===== src/rtl/fetch_unit_if.sv =====
// Bus bundle between the fetch stage, instruction memory, the execute redirect
// path and decode. The master modport is the fetch unit's view; the slave
// modport is the view of everything around it.
interface fetch_unit_if #(
  parameter int XLEN = 32,
  parameter int ILEN = 32
);
  logic            mem_req_valid;
  logic            mem_req_ready;
  logic [XLEN-1:0] mem_req_addr;
  logic            mem_resp_valid;
  logic [ILEN-1:0] mem_resp_data;
  logic            mem_resp_fault;
  logic            redirect_valid;
  logic [XLEN-1:0] redirect_pc;
  logic            out_valid;
  logic            out_ready;
  logic [XLEN-1:0] out_pc;
  logic [ILEN-1:0] out_instr;
  logic            out_fault;

  modport master (
    output mem_req_valid, mem_req_addr,
    input  mem_req_ready,
    input  mem_resp_valid, mem_resp_data, mem_resp_fault,
    input  redirect_valid, redirect_pc,
    output out_valid, out_pc, out_instr, out_fault,
    input  out_ready
  );

  modport slave (
    input  mem_req_valid, mem_req_addr,
    output mem_req_ready,
    output mem_resp_valid, mem_resp_data, mem_resp_fault,
    output redirect_valid, redirect_pc,
    input  out_valid, out_pc, out_instr, out_fault,
    output out_ready
  );
endinterface


===== src/rtl/fetch_unit.sv =====
// Instruction fetch stage. Issues word-aligned requests, buffers in-order
// responses in a small FIFO whose free space doubles as the request credit,
// and hands {pc, instr, fault} to decode. A redirect flushes the buffer and
// marks every request still in flight as stale so its response is dropped.
module fetch_unit #(
  parameter int              XLEN       = 32,
  parameter int              ILEN       = 32,
  parameter logic [XLEN-1:0] RESET_PC   = '0,
  parameter int              FIFO_DEPTH = 4
) (
  input logic         clock,
  input logic         reset,
  fetch_unit_if.master bus
);
  localparam int AW = $clog2(FIFO_DEPTH);
  localparam int CW = $clog2(FIFO_DEPTH + 1);

  // S_MISALIGN is the single cycle after a misaligned redirect in which the
  // synthetic fault entry is queued instead of fetching.
  typedef enum logic [1:0] {
    S_RUN      = 2'd0,
    S_MISALIGN = 2'd1,
    S_HALT     = 2'd2
  } state_t;

  state_t          state_q, state_d;
  logic [XLEN-1:0] fetch_pc_q, resp_pc_q;
  logic [CW-1:0]   outstanding_q, outstanding_d, drop_q, count_q;
  logic [AW-1:0]   rd_ptr_q, wr_ptr_q;
  logic [XLEN-1:0] fifo_pc    [FIFO_DEPTH];
  logic [ILEN-1:0] fifo_instr [FIFO_DEPTH];
  logic            fifo_fault [FIFO_DEPTH];

  logic            req_valid, req_fire, resp_drop, push, push_fault, pop, head_valid;
  logic [ILEN-1:0] push_instr;

  assign bus.mem_req_valid = !reset && req_valid;
  assign bus.mem_req_addr  = reset ? RESET_PC : fetch_pc_q;
  assign req_fire          = bus.mem_req_valid && bus.mem_req_ready;

  assign head_valid        = !reset && (count_q != '0);
  assign pop               = head_valid && bus.out_ready;
  assign bus.out_valid     = head_valid;
  assign bus.out_pc        = head_valid ? fifo_pc[rd_ptr_q]    : '0;
  assign bus.out_instr     = head_valid ? fifo_instr[rd_ptr_q] : '0;
  assign bus.out_fault     = head_valid && fifo_fault[rd_ptr_q];

  assign outstanding_d     = outstanding_q + CW'(req_fire) - CW'(bus.mem_resp_valid);

  // State register.
  always_ff @(posedge clock) begin
    if (reset) state_q <= S_RUN;
    else       state_q <= state_d;
  end

  // Next state: a kept fault response halts fetch; a redirect always wins.
  always_comb begin
    state_d = state_q;
    case (state_q)
      S_RUN:      if (bus.mem_resp_valid && (drop_q == '0) && bus.mem_resp_fault) state_d = S_HALT;
      S_MISALIGN: state_d = S_HALT;
      default:    state_d = S_HALT;
    endcase
    if (bus.redirect_valid)
      state_d = (bus.redirect_pc[1:0] != 2'b00) ? S_MISALIGN : S_RUN;
  end

  // State outputs: request credit, and what (if anything) gets pushed this cycle.
  always_comb begin
    req_valid  = 1'b0;
    push       = 1'b0;
    push_fault = 1'b0;
    push_instr = '0;
    resp_drop  = bus.mem_resp_valid && (drop_q != '0);
    case (state_q)
      S_RUN: begin
        req_valid = ({1'b0, outstanding_q} + {1'b0, count_q}) < (CW + 1)'(FIFO_DEPTH);
        if (bus.mem_resp_valid && !resp_drop) begin
          push       = 1'b1;
          push_fault = bus.mem_resp_fault;
          push_instr = bus.mem_resp_fault ? '0 : bus.mem_resp_data;
        end
      end
      S_MISALIGN: begin
        push       = 1'b1;
        push_fault = 1'b1;
      end
      default: ;
    endcase
  end

  // PC tracking plus in-flight and stale-response counters.
  always_ff @(posedge clock) begin
    if (reset) begin
      fetch_pc_q    <= RESET_PC;
      resp_pc_q     <= RESET_PC;
      outstanding_q <= '0;
      drop_q        <= '0;
    end else begin
      outstanding_q <= outstanding_d;
      if (bus.redirect_valid) begin
        fetch_pc_q <= bus.redirect_pc;
        resp_pc_q  <= bus.redirect_pc;
        drop_q     <= outstanding_d;
      end else begin
        if (req_fire)  fetch_pc_q <= fetch_pc_q + XLEN'(4);
        if (push)      resp_pc_q  <= resp_pc_q + XLEN'(4);
        if (resp_drop) drop_q     <= drop_q - CW'(1);
      end
    end
  end

  // FIFO occupancy and pointers; a redirect discards everything, including this cycle's push/pop.
  always_ff @(posedge clock) begin
    if (reset || bus.redirect_valid) begin
      count_q  <= '0;
      rd_ptr_q <= '0;
      wr_ptr_q <= '0;
    end else begin
      if (push) wr_ptr_q <= wr_ptr_q + AW'(1);
      if (pop)  rd_ptr_q <= rd_ptr_q + AW'(1);
      count_q <= count_q + CW'(push) - CW'(pop);
    end
  end

  // FIFO storage; entries are only ever read while the head is valid.
  always_ff @(posedge clock) begin
    if (push) begin
      fifo_pc[wr_ptr_q]    <= resp_pc_q;
      fifo_instr[wr_ptr_q] <= push_instr;
      fifo_fault[wr_ptr_q] <= push_fault;
    end
  end
endmodule

===== src/flat_wrapper.sv =====
// flat-port wrapper written by rule: the top's interface ports become plain ports
module fetch_unit_flat 
#(
  parameter int              XLEN       = 32,
  parameter int              ILEN       = 32,
  parameter logic [XLEN-1:0] RESET_PC   = '0,
  parameter int              FIFO_DEPTH = 4
)
  (clock, reset, bus_mem_req_valid, bus_mem_req_addr, bus_mem_req_ready, bus_mem_resp_valid, bus_mem_resp_data, bus_mem_resp_fault, bus_redirect_valid, bus_redirect_pc, bus_out_valid, bus_out_pc, bus_out_instr, bus_out_fault, bus_out_ready);
  fetch_unit_if #(.XLEN(XLEN), .ILEN(ILEN)) bus_i ();
  input logic clock;
  input logic reset;
  output wire logic [$bits(bus_i.mem_req_valid)-1:0] bus_mem_req_valid;
  output wire logic [$bits(bus_i.mem_req_addr)-1:0] bus_mem_req_addr;
  input wire logic [$bits(bus_i.mem_req_ready)-1:0] bus_mem_req_ready;
  input wire logic [$bits(bus_i.mem_resp_valid)-1:0] bus_mem_resp_valid;
  input wire logic [$bits(bus_i.mem_resp_data)-1:0] bus_mem_resp_data;
  input wire logic [$bits(bus_i.mem_resp_fault)-1:0] bus_mem_resp_fault;
  input wire logic [$bits(bus_i.redirect_valid)-1:0] bus_redirect_valid;
  input wire logic [$bits(bus_i.redirect_pc)-1:0] bus_redirect_pc;
  output wire logic [$bits(bus_i.out_valid)-1:0] bus_out_valid;
  output wire logic [$bits(bus_i.out_pc)-1:0] bus_out_pc;
  output wire logic [$bits(bus_i.out_instr)-1:0] bus_out_instr;
  output wire logic [$bits(bus_i.out_fault)-1:0] bus_out_fault;
  input wire logic [$bits(bus_i.out_ready)-1:0] bus_out_ready;
  assign bus_mem_req_valid = bus_i.mem_req_valid;
  assign bus_mem_req_addr = bus_i.mem_req_addr;
  assign bus_i.mem_req_ready = bus_mem_req_ready;
  assign bus_i.mem_resp_valid = bus_mem_resp_valid;
  assign bus_i.mem_resp_data = bus_mem_resp_data;
  assign bus_i.mem_resp_fault = bus_mem_resp_fault;
  assign bus_i.redirect_valid = bus_redirect_valid;
  assign bus_i.redirect_pc = bus_redirect_pc;
  assign bus_out_valid = bus_i.out_valid;
  assign bus_out_pc = bus_i.out_pc;
  assign bus_out_instr = bus_i.out_instr;
  assign bus_out_fault = bus_i.out_fault;
  assign bus_i.out_ready = bus_out_ready;
  fetch_unit #(.XLEN(XLEN), .ILEN(ILEN), .RESET_PC(RESET_PC), .FIFO_DEPTH(FIFO_DEPTH)) u_core (.clock(clock), .reset(reset), .bus(bus_i));
endmodule

===== config.mk =====
export PLATFORM = sky130hd
export DESIGN_NAME = fetch_unit_flat
export DESIGN_NICKNAME = d
export VERILOG_FILES = /design/src/rtl/fetch_unit_if.sv /design/src/rtl/fetch_unit.sv /design/src/flat_wrapper.sv
export SDC_FILE = /design/constraint.sdc
export NUM_CORES = 1
export LEC_CHECK = 0
export BUFFER_PORTS_ARGS = -buffer_cell sky130_fd_sc_hd__buf_2
export CORE_MARGIN = 4
export CORE_UTILIZATION = 53
export DETAILED_ROUTE_END_ITERATION = 10
export HOLD_SLACK_MARGIN = 0.15
export PLACE_DENSITY = 0.8
export SLEW_MARGIN = 25
export SYNTH_ARGS = -nofsm -noshare
export SYNTH_HDL_FRONTEND = slang
export SYNTH_SLANG_ARGS = --single-unit

===== constraint.sdc =====
create_clock -name clock -period 3.5 [get_ports clock]
set_input_delay 0.525 -clock clock [delete_from_list [all_inputs] [get_ports clock]]
set_output_delay 0.525 -clock clock [all_outputs]
set_load 0.05 [all_outputs]

==> results.py <==
metrics = {
    "outcome": {
        "status": "complete, no violations",
    },
    "clocking": {
        "clock-sinks": 341,
        "numCtsBuffers": 34,
        "cts_root_buf": "clkbuf_16",
        "cts_max_level": 2,
        "cts.clk_slew.worst_paths_ps": 60,
        "clk_path_buf_depth": 3,
        "cts_hold_buf": 0,
        "cts_tree": "done",
        "ctsResizeCount": 0,
        "clk_latency_ps": 500,
        "post-cts-setup-buffers": 0,
    },
    "die": {
        "core_sq_um": 26900,
        "die_width_um": 173,
        "rows": 60,
        "die_area_sq_um": 30000,
        "die_y_um": 173,
        "initial_core_util_pct": 53.8,
        "io_pins": 170,
    },
    "yosys": {
        "yosysSeqAreaShare_pct": 65.2,
        "synth_ff_type": "edfxtp_1",
        "synth_edf_count": 260,
        "synth_cell_type_count": 47,
        "syn-num-nets": 1070,
        "synth_top_area_share_pct": 54.0,
        "synth.area.top_cells": "edfxtp_1, dfxtp_1, mux4_2",
        "avgSynthCellArea_sq_um": 14.7,
        "synth_area_sq_um": 14500,
        "synth_seq_cells": 341,
        "yosysTopAreaCell": "edfxtp_1",
        "synthArstFlopShare_pct": 0,
        "post_synth_inst_count": 983,
        "yosysWarnings": 0,
    },
    "placement": {
        "port_buffers": 169,
        "place.gp.congestion": 0.874,
        "dpl.cell_count": 1468,
        "hpwl_um": 19300,
    },
    "job": {
        "maxCapViolations": 0,
    },
    "global_route": {
        "first_global_vias": 8756,
        "grt_pass1_wl_um": 47600,
        "antenna_found_initial": 1,
        "grtUsageMet3_pct": 3.69,
        "busiest_layer": "met2",
        "grt_use_met2_pct": 33.3,
        "use_met1_pct": 26.9,
        "grt_max_degree": 68,
        "grt_use_total_pct": 19.7,
        "grt_overflow_total": 0,
    },
    "sta": {
        "relSlewSlack_pct": 38.6,
        "min_period_ps": 2990,
        "tns_ps": 0,
        "fmax_mhz": 335,
        "period_share_pct": 85.3,
        "worst_pin_slew_ps": 917,
        "hold_viol": 0,
        "rsz0062_at_grt": "false",
        "drv_slew": 0,
        "skew_ps": 12.3,
        "setup_viol": 0,
    },
    "power_and_ir_drop": {
        "ir_drop_uv": 353,
        "p_leak_nw": 6.14,
        "powerDensity_nw_per_um2": 571,
    },
    "routing": {
        "drcViolationCount": 0,
        "viasPerCell": 5.62,
        "first_iter_violations": 664,
        "post_drt_wl_per_cell_um": 19.4,
        "dr_total_vias": 8589,
        "ant_nets": 0,
        "firstDrtPassIters": 7,
        "drt-total-wl_um": 29600,
    },
    "cells_and_area": {
        "instances_no_fill": 1528,
        "final_cell_mix": "edfxtp_1, buf_2, and2_1",
        "nets": 1250,
        "antennaDiodeCount": 0,
        "nFillCells": 1997,
        "syn_to_final_growth_pct": 16.7,
        "layout-drive-gt1-share_pct": 26.6,
        "layout_commonest_cell": "edfxtp_1",
    },
    "critical_path": {
        "crit_chain": "buf_4 > mux4_2 > and2_1 > buf_2",
        "worstPathRequired_ps": 2970,
        "worst-setup-path-type": "reg2out",
        "crit_arrival_ps": 2460,
        "crit_path_max_incr_delay_ps": 680,
        "end_kind": "output pin",
        "cpMaxStageDelayCell": "dfxtp_4",
        "critPathMaxFanout": 25,
        "setup.worst_path.start_class": "flop",
    },
    "min_path": {
        "hp-class": "in2reg",
    },
}
-- Yosys cell counts, types with 4 or more instances --
cell	instances
edfxtp_1	260
and2_1	108
dfxtp_1	81
mux4_2	65
inv_1	48
a21boi_0	47
clkbuf_1	40
xnor2_1	40
a21oi_1	38
nand2_1	32
nor2b_1	27
nor2_1	25
xor2_1	22
nand4_1	21
nor3_1	19
nand3_1	17
ha_1	14
and3_1	12
and4_1	8
nor4_1	8
buf_1	5
o21ai_0	5
buf_2	4
mux2i_1	4
-- sequential cells by signal, indices dropped and copies added (netlist names), named ones only --
signal,count
u_core.count_q,3
u_core.fetch_pc_q,32
u_core.fifo_pc,128
u_core.rd_ptr_q,2
u_core.fifo_fault,4
u_core.resp_pc_q,32
u_core.wr_ptr_q,2
u_core.state_q,2
u_core.fifo_instr,128
u_core.outstanding_q,3
u_core.drop_q,3
-- final cells by class --
cell class / instances / area [sq um] / area share (%)
multi-input combinational: 544 / 4670 / 27.7
sequential: 341 / 9430 / 55.9
clock buffer: 41 / 908 / 5.39
timing repair buffer: 193 / 1050 / 6.23
clock inverter: 19 / 195 / 1.16
inverter: 49 / 184 / 1.09
tap: 341 / 427 / 2.53
-- metrics by stage --
stage	utilization [%]	hold WS, ps	area (sq um)	setup slack, ps	total power [W]
floorplan	-	432	14500	664	0.00574
global placement	58.7	443	15800	815	0.00608
detailed placement	58.7	451	15800	766	0.00613
CTS	62.8	229	16900	441	0.00973
global route	62.8	258	16900	336	0.0100
finish	62.8	249	16900	515	0.00963
-- path summary, 6_finish.rpt --
kind	to	cells past startpoint	slack [ps]	from
worst max-delay path	bus_out_pc[1]	4	510	flop
worst min-delay path	u_core.state_q[0]	2	250	bus_redirect_pc[0]
worst max register to register	u_core.drop_q[2]	11	780	u_core.count_q[2]
worst min register to register	u_core.fetch_pc_q[1]	2	460	u_core.fetch_pc_q[1]
-- cell families (layout without fill, tap and decap cells) --
kind of cell | after synthesis | count (layout) | synth area share [%]
multiplexers | 69 | 69 | 10.4
adder cells (fa/ha/maj) | 16 | 16 | 1.49
AND/OR/NAND/NOR | 289 | 289 | 11.6
flip-flops | 341 | 341 | 65.2
AO/OA/AOI/OAI | 108 | 108 | 4.92
buffers and inverters | 98 | 302 | 2.58
XOR/XNOR | 62 | 62 | 3.76
-- per-layer routing --
metal | vias up | routed length, um
li1 | 4001 | -
met1 | 4232 | 12700
met2 | 316 | 14400
met3 | 38 | 2100
met4 | 2 | 427
met5 | - | 8
-- critical path, delay by kind of cell, from the launching register on --
family,cells,cell delay (ps)
buf+inv,2,520
mux,1,570
simple gates,1,180
flops,1,680
-- where the power goes --
part / switching (W) / total, W / leakage (nW) / internal [W]
combinational: 0.000760 / 0.00120 / 2.52 / 0.000445
sequential: 0.000155 / 0.00483 / 3.08 / 0.00468
clock: 0.00144 / 0.00359 / 0.538 / 0.00215
Power figures use the tool's default switching activity.
